`src/rtl/fib_seq_engine_if.sv`:
```
// Bus bundle for fib_seq_engine: run control, result read port and status.
// Handshake: start is a level sampled only while the engine is idle; the edge that sees it
// accepted latches n_terms, and done later pulses for exactly one cycle. Reads have one-cycle latency.
interface fib_seq_engine_if #(
  parameter int WIDTH = 16,
  parameter int DEPTH = 16
);
  localparam int AW = $clog2(DEPTH);

  logic             start;
  logic [AW:0]      n_terms;
  logic [AW-1:0]    rd_addr;
  logic [WIDTH-1:0] rd_data;
  logic             busy;
  logic             done;
  logic [AW:0]      count;
  logic             ovf;
  logic [1:0]       state_dbg;

  modport master (
    output start, n_terms, rd_addr,
    input  rd_data, busy, done, count, ovf, state_dbg
  );

  modport slave (
    input  start, n_terms, rd_addr,
    output rd_data, busy, done, count, ovf, state_dbg
  );
endinterface

```
`src/rtl/fib_seq_engine.sv`:
```
// Fibonacci sequence engine: writes up to DEPTH terms into a register file readable at any time.
// Define FIB_OVF_STOP_EN to end a run at the first term that does not fit in WIDTH bits.
module fib_seq_engine #(
  parameter int WIDTH = 16,
  parameter int DEPTH = 16
) (
  input  logic clk,
  input  logic reset,
  fib_seq_engine_if.slave bus
);
  localparam int AW = $clog2(DEPTH);
  localparam logic [AW:0] N_MAX = (AW+1)'(DEPTH);

`ifdef FIB_OVF_STOP_EN
  localparam bit STOP_ON_OVF = 1'b1;
`else
  localparam bit STOP_ON_OVF = 1'b0;
`endif

  typedef enum logic [1:0] {
    IDLE = 2'd0,
    RUN  = 2'd1,
    DONE = 2'd2
  } state_t;

  state_t           state_q, state_d;
  logic [AW:0]      n_q, count_q, count_inc, n_clamped;
  logic [WIDTH-1:0] a_q, b_q;
  logic [WIDTH:0]   sum;
  logic             a_ovf_q, b_ovf_q;
  logic             ovf_q, done_q;
  logic [WIDTH-1:0] mem_q [DEPTH];
  logic [WIDTH-1:0] rd_data_q;
  logic             load, wr_en, stop_ovf;

  assign n_clamped = (bus.n_terms > N_MAX) ? N_MAX : bus.n_terms;
  assign count_inc = count_q + (AW+1)'(1);
  assign sum       = {1'b0, a_q} + {1'b0, b_q};

  always_ff @(posedge clk or negedge reset) begin
    if (!reset) state_q <= IDLE;
    else        state_q <= state_d;
  end

  always_comb begin
    state_d  = state_q;
    load     = 1'b0;
    wr_en    = 1'b0;
    stop_ovf = 1'b0;
    case (state_q)
      IDLE: begin
        if (bus.start) begin
          load    = 1'b1;
          state_d = (n_clamped == '0) ? DONE : RUN;
        end
      end
      RUN: begin
        if (a_ovf_q && STOP_ON_OVF) begin
          stop_ovf = 1'b1;
          state_d  = DONE;
        end else begin
          wr_en = 1'b1;
          if (count_inc == n_q) state_d = DONE;
        end
      end
      DONE:    state_d = IDLE;
      default: state_d = IDLE;
    endcase
  end

  // a_ovf_q marks that the term held in a_q is a wrapped value, not the true Fibonacci number.
  always_ff @(posedge clk or negedge reset) begin
    if (!reset) begin
      n_q     <= '0;
      count_q <= '0;
      a_q     <= '0;
      b_q     <= '0;
      a_ovf_q <= 1'b0;
      b_ovf_q <= 1'b0;
      ovf_q   <= 1'b0;
      done_q  <= 1'b0;
    end else begin
      done_q <= (state_q == DONE);
      if (load) begin
        n_q     <= n_clamped;
        count_q <= '0;
        ovf_q   <= 1'b0;
        a_q     <= '0;
        b_q     <= WIDTH'(1);
        a_ovf_q <= 1'b0;
        b_ovf_q <= 1'b0;
      end else if (stop_ovf) begin
        ovf_q <= 1'b1;
      end else if (wr_en) begin
        a_q     <= b_q;
        b_q     <= sum[WIDTH-1:0];
        a_ovf_q <= b_ovf_q;
        b_ovf_q <= sum[WIDTH] | a_ovf_q | b_ovf_q;
        count_q <= count_inc;
        if (a_ovf_q) ovf_q <= 1'b1;
      end
    end
  end

  // Read samples the pre-write contents, so a same-cycle read of the written address returns old data.
  always_ff @(posedge clk or negedge reset) begin
    if (!reset) begin
      for (int i = 0; i < DEPTH; i++) mem_q[i] <= '0;
      rd_data_q <= '0;
    end else begin
      rd_data_q <= mem_q[bus.rd_addr];
      if (wr_en) mem_q[count_q[AW-1:0]] <= a_q;
    end
  end

  assign bus.rd_data   = rd_data_q;
  assign bus.busy      = (state_q == RUN);
  assign bus.done      = done_q;
  assign bus.count     = count_q;
  assign bus.ovf       = ovf_q;
  assign bus.state_dbg = state_q;
endmodule

```
`src/flat_wrapper.sv`:
```
// flat-port wrapper written by rule: the top's interface ports become plain ports
module fib_seq_engine_flat 
#(
  parameter int WIDTH = 16,
  parameter int DEPTH = 16
)
  (clk, reset, bus_start, bus_n_terms, bus_rd_addr, bus_rd_data, bus_busy, bus_done, bus_count, bus_ovf, bus_state_dbg);
  fib_seq_engine_if #(.WIDTH(WIDTH), .DEPTH(DEPTH)) bus_i ();
  input  logic clk;
  input  logic reset;
  input wire logic [$bits(bus_i.start)-1:0] bus_start;
  input wire logic [$bits(bus_i.n_terms)-1:0] bus_n_terms;
  input wire logic [$bits(bus_i.rd_addr)-1:0] bus_rd_addr;
  output wire logic [$bits(bus_i.rd_data)-1:0] bus_rd_data;
  output wire logic [$bits(bus_i.busy)-1:0] bus_busy;
  output wire logic [$bits(bus_i.done)-1:0] bus_done;
  output wire logic [$bits(bus_i.count)-1:0] bus_count;
  output wire logic [$bits(bus_i.ovf)-1:0] bus_ovf;
  output wire logic [$bits(bus_i.state_dbg)-1:0] bus_state_dbg;
  assign bus_i.start = bus_start;
  assign bus_i.n_terms = bus_n_terms;
  assign bus_i.rd_addr = bus_rd_addr;
  assign bus_rd_data = bus_i.rd_data;
  assign bus_busy = bus_i.busy;
  assign bus_done = bus_i.done;
  assign bus_count = bus_i.count;
  assign bus_ovf = bus_i.ovf;
  assign bus_state_dbg = bus_i.state_dbg;
  fib_seq_engine #(.WIDTH(WIDTH), .DEPTH(DEPTH)) u_core (.clk(clk), .reset(reset), .bus(bus_i));
endmodule
```
`config.mk`:
```
export PLATFORM = sky130hd
export DESIGN_NAME = fib_seq_engine_flat
export DESIGN_NICKNAME = d
export VERILOG_FILES = /design/src/rtl/fib_seq_engine_if.sv /design/src/rtl/fib_seq_engine.sv /design/src/flat_wrapper.sv
export SDC_FILE = /design/constraint.sdc
export NUM_CORES = 1
export LEC_CHECK = 0
export BUFFER_PORTS_ARGS = -buffer_cell sky130_fd_sc_hd__buf_4
export CAP_MARGIN = 20
export CORE_MARGIN = 5
export CORE_UTILIZATION = 25
export DETAILED_ROUTE_END_ITERATION = 7
export HOLD_SLACK_MARGIN = 0.03
export RECOVER_POWER = 50
export SYNTH_ARGS = -nofsm -noshare
export SYNTH_HDL_FRONTEND = slang
export SYNTH_SLANG_ARGS = --single-unit
export TNS_END_PERCENT = 10
```
`constraint.sdc`:
```
create_clock -name clk -period 2.7 [get_ports clk]
set_input_delay 0.54 -clock clk [delete_from_list [all_inputs] [get_ports clk]]
set_output_delay 0.54 -clock clk [all_outputs]
set_load 0.02 [all_outputs]
```
==> summary.txt, run 1 <==
Layout cells sized above 1 - 0.3621
Maximum clock rate - 401.4 MHz
Hold slack - 0.2007 ns
Critical Path RT - 2.16 ns
First-pass GRT wire length - 55,410 um
Hold Crit Class - primary input to flip-flop
Routed Antenna Nets - 0
Die area - 63,560 um^2
Sequential fraction of design power - 0.406
CTS Root Cell - clkbuf_16
Post-DP Area - 16,100 um^2
Worst slew pin tran - 1.689 ns
Ports - 38
Largest area contributor in the netlist - dfrtp_1
Final setup violation count - 0
RD Place Congestion - 0.7646
CTS tree - built
DP HPWL - 21,840 um
Initial Util - 0.2530
DRC - 0
EDFF count, synth - 0
Slew Viols, Final - 22
GRT Total Usage - 0.1097
Data arrival, critical path - 1.95 ns
Async SR Flop Fraction - 1.000
Drt total wl - 34,870 um
Final WS setup - 0.2086 ns
Routed vias - 8,406
Routed wire per std cell - 19.16 um
Layout Cells excl Fill - 1,820
Mapped Area - 14,650 um^2
Latest clock arrival within the worst-skew pair - 0.54 ns
CTS hold repair buffers - 1
Power share of the clock group - 0.319
Diodes inserted - 0
RSZ-0062 raised after global routing - false
Sw Share - 0.3139
DP Worst Slack - 0.4033 ns
Min Clock Period, post-route - 2.491 ns
Total power - 16.22 mW
Setup tns final - 0 ns
Most used DFF post-synth - dfrtp_1
CP startpoint kind - flip-flop
First-pass DRT Iterations - 4
Yosys reg bits - 320
Inst Count DP - 1,753
Cts bufs inserted - 37
Synth top area cells - dfrtp_1 55%, mux4_2 12%, mux2_2 10%
P&R area growth vs syn - 18.25%
Hold Vio Cnt, Final - 0
Combinational power share - 0.275
Vias in the first global route - 9,110
Clock H-tree levels - 2
Worst Setup End Kind - output pin
Post-synthesis instance total - 965
Clock Tree Buf Depth - 3
Clock skew - 0.02123 ns
Fin crit share - 0.9227
CP max FO - 32
Layout Utilization - 0.2992
Relative slew slack - -0.1285
Leak pwr - 7.923 nW
Internal Power - 11.13 mW
Largest net degree at the start of global routing - 82
Sequential area share after synthesis - 0.5464
Final Cell Area - 17,330 um^2
Row count - 88
Die W - 252.1 um
Total power per unit cell area - 935.9 nW/um^2
Worst-path clk slew - 0.06 ns
Top cell type's share of synthesized area - 0.5464
Initial antenna violation count - 0
Switch Pwr - 5.091 mW
Postcts setup bufs - 0
Syn nets - 998
Nets - 1,061
Synthesized area per cell - 15.19 um^2
Crit path kind - flip-flop to output pin
# port buffers - 37
Warnings from Yosys - 0
Outcome - finished, violations left
Peak supply drop - 0.5765 mV
Synth cell types - 61
1st-iter DRT viols - 547
Max Cap Viol - 1
Grt ovf - 0
Core area - 57,920 um^2
Via-per-instance ratio - 4.619
Die height - 252.1 um
Failing checks - capacitance limit, slew limit
CTS resizes - 0
CTS sink cnt - 320
-- power by group through the flow --
stage | logic [mW] | clock network, mW | registers [mW]
after detailed placement | 4.51 | 0 | 6.67
final | 4.45 | 5.18 | 6.59
after CTS | 4.52 | 5.32 | 6.60
after global routing | 4.90 | 5.52 | 6.73
after floorplan | 3.07 | 0 | 6.54
after global placement | 4.39 | 0 | 6.62
-- synthesized netlist by cell type (3+ instances only) --
master / number
clkbuf_1: 30
dfrtp_1: 320
ha_1: 20
inv_1: 8
nand2b_1: 7
a211o_1: 3
mux4_2: 80
nor2_1: 13
mux2_2: 136
a21o_1: 3
xor2_1: 6
nor2b_1: 4
nand2_1: 38
a22o_1: 17
o2111ai_1: 3
buf_2: 18
buf_1: 8
xnor2_1: 10
nor2_2: 10
nand3_1: 10
buf_4: 7
a21oi_1: 15
a211oi_1: 3
mux2_1: 117
a22oi_1: 4
o21ai_0: 27
o21ai_1: 6
-- worst max-delay path: stages, from the launching register on --
cell,delay (ns)
dfrtp_1,0.42
nand2b_1,0.19
inv_2,0.20
buf_4,0.40
buf_4,0.22
-- cell families (layout without fill, tap and decap cells) --
family,Yosys count,in the layout,synth area share
xor gates and xnor gates,16,16,0.009563
and+or+nand+nor,96,96,0.03245
AOI/OAI and AO/OA,101,101,0.04910
DFF,320,320,0.5464
adders and majority gates,21,21,0.01844
muxes,335,335,0.3187
buffers and inverters,76,166,0.02527
-- state kept, by name (all words and copies together) (netlist names) --
register / count
u_core.mem_q: 256
u_core.a_q: 16
u_core.b_q: 16
u_core.bus.rd_data: 16
u_core.bus.count: 5
u_core.n_q: 5
u_core.bus.state_dbg: 2
u_core.a_ovf_q: 1
u_core.b_ovf_q: 1
u_core.bus.done: 1
u_core.bus.ovf: 1
-- path summary, 6_finish.rpt --
kind | from | to | slack (ns) | cells after the start
worst max-delay path | u_core.bus.state_dbg[1] | bus_busy | 0.21 | 4
max in group asynchronous | reset | u_core.a_q[0] | 0.52 | 3
worst min register to register | u_core.mem_q[29] | u_core.mem_q[29] | 0.48 | 1
worst min-delay path | bus_start | u_core.bus.ovf | 0.20 | 2
worst max register to register | u_core.bus.state_dbg[0] | u_core.bus.count[3] | 0.28 | 4
min in group asynchronous | reset | u_core.mem_q[234] | 0.93 | 2
-- area by class of cell --
type                    instances  area, um^2
fillers                      5823       40590
flip-flops and latches        320        8008
multi-input cells             569        6281
clock buffers                  51        1039
well taps                     765       957.2
repair buffers                 90       773.2
clock inverters                15       234.0
inverters                      10       37.54
-- per-layer routing --
layer	up-vias	track usage	routed length, um
met5	-	0	0
met3	49	0.01749	1080
met2	128	0.1796	16660
li1	3724	-	-
met1	4505	0.1553	16640
met4	0	0.02264	496
-- placed cells by master, fill, tap and decap left out, types with 3 or more instances in the layout --
| master | n |
|---|---|
| a211o_1 | 3 |
| a211oi_1 | 3 |
| a21o_1 | 3 |
| a21oi_1 | 15 |
| a22o_1 | 17 |
| a22oi_1 | 4 |
| buf_12 | 8 |
| buf_4 | 77 |
| bufinv_16 | 5 |
| clkbuf_1 | 9 |
| clkbuf_16 | 37 |
| clkbuf_8 | 6 |
| clkinv_2 | 5 |
| dfrtp_1 | 320 |
| ha_1 | 20 |
| inv_1 | 8 |
| mux2_1 | 117 |
| mux2_2 | 136 |
| mux4_2 | 80 |
| nand2_1 | 38 |
| nand2b_1 | 7 |
| nand3_1 | 10 |
| nor2_1 | 11 |
| nor2_2 | 12 |
| nor2b_1 | 4 |
| o2111ai_1 | 3 |
| o21ai_0 | 27 |
| o21ai_1 | 6 |
| xnor2_1 | 10 |
| xor2_1 | 6 |
No activity file was read; power rests on OpenSTA's default activity.
==> run 2: changes to the inputs <==
--- a/config.mk
+++ b/config.mk
@@ -5,12 +5,13 @@
 export SDC_FILE = /design/constraint.sdc
 export NUM_CORES = 1
 export LEC_CHECK = 0
-export BUFFER_PORTS_ARGS = -buffer_cell sky130_fd_sc_hd__buf_4
+export BUFFER_PORTS_ARGS = -buffer_cell sky130_fd_sc_hd__clkbuf_2
 export CAP_MARGIN = 20
 export CORE_MARGIN = 5
 export CORE_UTILIZATION = 25
 export DETAILED_ROUTE_END_ITERATION = 7
 export HOLD_SLACK_MARGIN = 0.03
+export MAX_ROUTING_LAYER = met4
 export RECOVER_POWER = 50
 export SYNTH_ARGS = -nofsm -noshare
 export SYNTH_HDL_FRONTEND = slang
==> summary.txt, run 2 (synthesis gave the netlist of run 1 again) <==
Fin crit share - 0.9070 (-0.01574)
Maximum clock rate - 408.3 MHz (+1.7%)
Failing checks - capacitance limit, slew limit
Die area - 63,560 um^2 (unchanged)
Clock H-tree levels - 2 (unchanged)
GRT Total Usage - 0.1115 (+0.001838)
Core area - 57,920 um^2 (unchanged)
Postcts setup bufs - 0 (unchanged)
Drt total wl - 34,400 um (-1.4%)
Clock Tree Buf Depth - 3 (unchanged)
CP max FO - 35 (+9.4%)
Latest clock arrival within the worst-skew pair - 0.52 ns (-0.02 ns)
Final setup violation count - 0 (unchanged)
Crit-path cells - nand2b_1 -> inv_2 -> buf_4 -> clkbuf_2
Initial Util - 0.2530 (unchanged)
Clock skew - 0.01586 ns (-0.005371 ns)
Row count - 88 (unchanged)
DP HPWL - 21,550 um (-1.3%)
Most common cell after layout, fill and taps aside - dfrtp_1
Ports - 38 (unchanged)
Leak pwr - 7.900 nW (-0.29%)
Routed Antenna Nets - 0 (unchanged)
Worst-path clk slew - 0.06 ns (about the same)
Initial antenna violation count - 0 (unchanged)
Hold Crit Class - primary input to flip-flop
Die height - 252.1 um (unchanged)
Max FFs per register - 256 (unchanged)
Layout cells sized above 1 - 0.3653 (+0.003190)
CP startpoint kind - flip-flop
Die W - 252.1 um (unchanged)
CTS Root Cell - clkbuf_16
Number of buffer and inverter stages on the critical path - 3 (unchanged)
Total power - 16.12 mW (-0.58%)
Peak supply drop - 0.6062 mV (+5.1%)
Largest net degree at the start of global routing - 75 (-8.5%)
RD Place Congestion - 0.7831 (+2.4%)
CP peak stage delay - 0.41 ns (about the same)
Slew Viols, Final - 71 (+220%)
Setup tns final - 0 ns (unchanged)
Relative slew slack - -0.3975 (-0.2689)
First-pass DRT Iterations - 4 (unchanged)
Vias in the first global route - 9,122 (+0.13%)
CTS resizes - 0 (unchanged)
First-pass GRT wire length - 54,950 um (-0.83%)
Nets - 1,058 (-0.28%)
Worst slew pin tran - 2.096 ns (+0.4069 ns)
Slowest library cell on the worst path - dfrtp_1
Max Cap Viol - 1 (unchanged)
Worst Setup End Kind - output pin
Diodes inserted - 0 (unchanged)
CTS hold repair buffers - 0 (-1)
Data arrival, critical path - 1.91 ns (-0.04 ns)
Total power per unit cell area - 931.1 nW/um^2 (-0.51%)
CTS tree - built
Grt ovf - 0 (unchanged)
# port buffers - 37 (unchanged)
Routed vias - 8,343 (-0.75%)
Via-per-instance ratio - 4.587 (-0.69%)
Critical Path RT - 2.16 ns (about the same)
1st-iter DRT viols - 503 (-8.0%)
Cts bufs inserted - 37 (unchanged)
Biggest register - u_core.mem_q
Min Clock Period, post-route - 2.449 ns (-0.04249 ns)
Crit path kind - flip-flop to output pin
Outcome - finished, violations left
Commonest cells after routing, fill and taps aside - 320 x dfrtp_1, 136 x mux2_2, 117 x mux2_1
Routed wire per std cell - 18.91 um (-1.3%)
RSZ-0062 raised after global routing - false
DRC - 0 (unchanged)
CP delay by family, top - buffers and inverters
P&R area growth vs syn - 18.18% (about the same)
Hold Vio Cnt, Final - 0 (unchanged)
CTS sink cnt - 320 (unchanged)
-- run 2: per-layer routing --
layer | GRT usage | share of wire | wire length (um) | vias to the layer above
li1 | - | - | - | 3735
met1 | 0.1510 | 0.45 | 15400 | 4397
met2 | 0.1812 | 0.48 | 16580 | 157
met3 | 0.01471 | 0.052 | 1804 | 54
met4 | 0.02388 | 0.018 | 611 | 0
met5 | - | 0 | 0 | -
-- run 2: through the flow --
step	area, um^2	hold WS [ns]	util	setup slack (ns)	cells
floorplan	14650	0.2444	-	0.5432	965
global placement	16060	0.4637	0.2772	0.4103	1751
detailed placement	16060	0.4686	0.2772	0.3810	1751
CTS	17340	0.03317	0.2994	0.2133	1819
global route	17320	0.2580	0.2990	0.09703	1819
finish	17320	0.2460	0.2990	0.2511	1819
-- run 2: area by class of cell --
cell class              count  area, um^2
flip-flops and latches    320        8008
fillers                  5786       40600
well taps                 765       957.2
repair buffers             87       745.7
clock buffers              53        1076
clock inverters            15       209.0
multi-input cells         569        6285
inverters                  10       37.54
-- run 2: path summary, 6_finish.rpt --
check / from / slack [ns] / cells past startpoint / end
max: u_core.bus.state_dbg[1] / 0.25 / 4 / bus_busy
min: bus_start / 0.25 / 2 / u_core.bus.ovf
max reg2reg: u_core.b_q[0] / 0.36 / 8 / u_core.b_q[10]
min reg2reg: u_core.mem_q[90] / 0.48 / 1 / u_core.mem_q[90]
max in group asynchronous: reset / 0.57 / 2 / u_core.mem_q[197]
min in group asynchronous: reset / 0.60 / 1 / u_core.mem_q[154]
-- run 2: power by group --
part	internal, mW	switching [mW]	total, mW
Combinational	2.01	2.41	4.41
Clock	3.18	2.00	5.18
Sequential	5.86	0.672	6.53
Total	11.0	5.08	16.1
==> run 3: changes to the inputs <==
--- a/config.mk
+++ b/config.mk
@@ -5,11 +5,11 @@
 export SDC_FILE = /design/constraint.sdc
 export NUM_CORES = 1
 export LEC_CHECK = 0
-export BUFFER_PORTS_ARGS = -buffer_cell sky130_fd_sc_hd__clkbuf_2
 export CAP_MARGIN = 20
 export CORE_MARGIN = 5
 export CORE_UTILIZATION = 25
 export DETAILED_ROUTE_END_ITERATION = 7
+export DONT_BUFFER_PORTS = 1
 export HOLD_SLACK_MARGIN = 0.03
 export MAX_ROUTING_LAYER = met4
 export RECOVER_POWER = 50
==> summary.txt, run 3 (synthesis gave the netlist of run 1 again) <==
Origin of the critical flop-to-flop path - u_core.a_q[7]
Max Cap Viol - 0 (-1)
Die W - 252.1 um (unchanged)
Slew Viols, Final - 0 (-100%)
Hold Vio Cnt, Final - 320 (+320)
Nets - 1,002 (-5.3%)
Data arrival, critical path - 2.69 ns (+0.78 ns)
Diodes inserted - 0 (unchanged)
Final setup violation count - 0 (unchanged)
Total power per unit cell area - 931.6 nW/um^2 (about the same)
Slowest library cell on the worst path - dfrtp_1
Cts bufs inserted - 37 (unchanged)
First-pass DRT Iterations - 4 (unchanged)
Via-per-instance ratio - 4.682 (+2.1%)
RD Place Congestion - 0.7644 (-2.4%)
Grt ovf - 0 (unchanged)
1st-iter DRT viols - 471 (-6.4%)
Failing checks - hold timing
Biggest register - u_core.mem_q
Relative slew slack - 0.3373 (+0.7348)
Leak pwr - 7.590 nW (-3.9%)
Ports - 38 (unchanged)
Min Clock Period, post-route - 2.298 ns (-0.1509 ns)
Fin crit share - 0.8511 (-0.05590)
CP max FO - 18 (-49%)
DP HPWL - 19,360 um (-10%)
Worst-case reg-to-reg path depth - 6 (-2)
Hold Crit Class - primary input to asynchronous set/reset pin
Clock H-tree levels - 2 (unchanged)
Worst slew pin tran - 0.9933 ns (-1.103 ns)
Die height - 252.1 um (unchanged)
Crit path kind - flip-flop to flip-flop
Critical Path RT - 3.09 ns (+0.93 ns)
Worst-path clk slew - 0.06 ns (about the same)
Latest clock arrival within the worst-skew pair - 0.52 ns (about the same)
CP startpoint kind - flip-flop
Clock Tree Buf Depth - 3 (unchanged)
Commonest cells after routing, fill and taps aside - 320 x dfrtp_1, 136 x mux2_2, 117 x mux2_1
Initial antenna violation count - 0 (unchanged)
Total power - 15.64 mW (-3.0%)
RR Endpoint - u_core.b_q[15]
Worst Setup End Kind - flip-flop
Hold slack - -0.2727 ns (-0.5187 ns)
Maximum clock rate - 435.2 MHz (+6.6%)
Drt total wl - 34,800 um (+1.2%)
Core area - 57,920 um^2 (unchanged)
CTS tree - built
Initial Util - 0.2530 (unchanged)
# port buffers - 0 (-100%)
Peak supply drop - 0.7230 mV (+19%)
CP peak stage delay - 0.57 ns (+0.16 ns)
Setup tns final - 0 ns (unchanged)
Clock skew - 0.01270 ns (-0.003159 ns)
First-pass GRT wire length - 54,870 um (-0.15%)
Routed wire per std cell - 19.77 um (+4.5%)
Routed vias - 8,240 (-1.2%)
DRC - 0 (unchanged)
Max FFs per register - 256 (unchanged)
P&R area growth vs syn - 14.55%
CTS resizes - 0 (unchanged)
CTS sink cnt - 320 (unchanged)
GRT Total Usage - 0.1129 (+0.001440)
Largest net degree at the start of global routing - 321 (+330%)
Layout cells sized above 1 - 0.3296 (-0.03563)
Die area - 63,560 um^2 (unchanged)
Outcome - finished, violations left
Crit-path cells - ha_1 -> a21oi_1 -> nor2_1 -> a211oi_1 -> nand4_1 -> mux2i_1
Row count - 88 (unchanged)
Fillers - 5,812 (+0.45%)
Most common cell after layout, fill and taps aside - dfrtp_1
CTS Root Cell - clkbuf_16
Routed Antenna Nets - 0 (unchanged)
RSZ-0062 raised after global routing - false
Postcts setup bufs - 0 (unchanged)
Vias in the first global route - 8,961 (-1.8%)
Slack of the worst reg-to-reg path - 0.40 ns (+0.04 ns)
run 3: layer usage:
metal,vias to the layer above,GRT usage,routed length (um)
met5,-,-,0
met4,0,0.02885,796
met3,50,0.02202,1708
met2,170,0.1718,16040
met1,4403,0.1564,16260
li1,3617,-,-
run 3: how the worst max path moves through the flow:
stage,cells after the start,from,end
5_1_grt,6,u_core.a_q[7],u_core.b_q[15]
6_report,6,u_core.a_q[7],u_core.b_q[15]
4_1_cts,8,u_core.b_q[0],u_core.b_q[12]
2_1_floorplan,6,u_core.a_q[4],u_core.b_q[12]
3_5_place_dp,8,u_core.b_q[0],u_core.b_q[12]
3_3_place_gp,8,u_core.b_q[0],u_core.b_q[12]
run 3: layout make-up:
class / instances / area (um^2) / share of cell area
multi-input combinational: 569 / 6285 / 0.3744
inverter: 10 / 37.54 / 0.002236
timing repair buffer: 31 / 257.7 / 0.01535
sequential: 320 / 8008 / 0.4770
clock buffer: 50 / 1077 / 0.06418
tap: 765 / 957.2 / 0.05702
clock inverter: 15 / 163.9 / 0.009764
run 3: critical path, delay by kind of cell (launching register included):
| family | cells | cell delay [ns] |
|---|---|---|
| and+or+nand+nor | 2 | 0.29 |
| DFF | 1 | 0.57 |
| muxes | 1 | 0.16 |
| adders and majority gates | 1 | 0.37 |
| AOI/OAI and AO/OA | 2 | 0.77 |
run 3: power breakdown:
part	total (mW)	switching, mW	internal (mW)
Clock	5.05	1.96	3.09
Sequential	6.76	0.909	5.85
Combinational	3.82	1.96	1.87
run 3: metrics by stage:
stage	cells	utilization	cell area [um^2]	setup WS (ns)
final	1760	0.2898	16790	0.4020
after global routing	1760	0.2898	16790	0.2107
after CTS	1760	0.2900	16790	0.4287
after detailed placement	1695	0.2685	15550	0.4355
after global placement	1695	0.2685	15550	0.4578
after floorplan	965	-	14650	0.5432
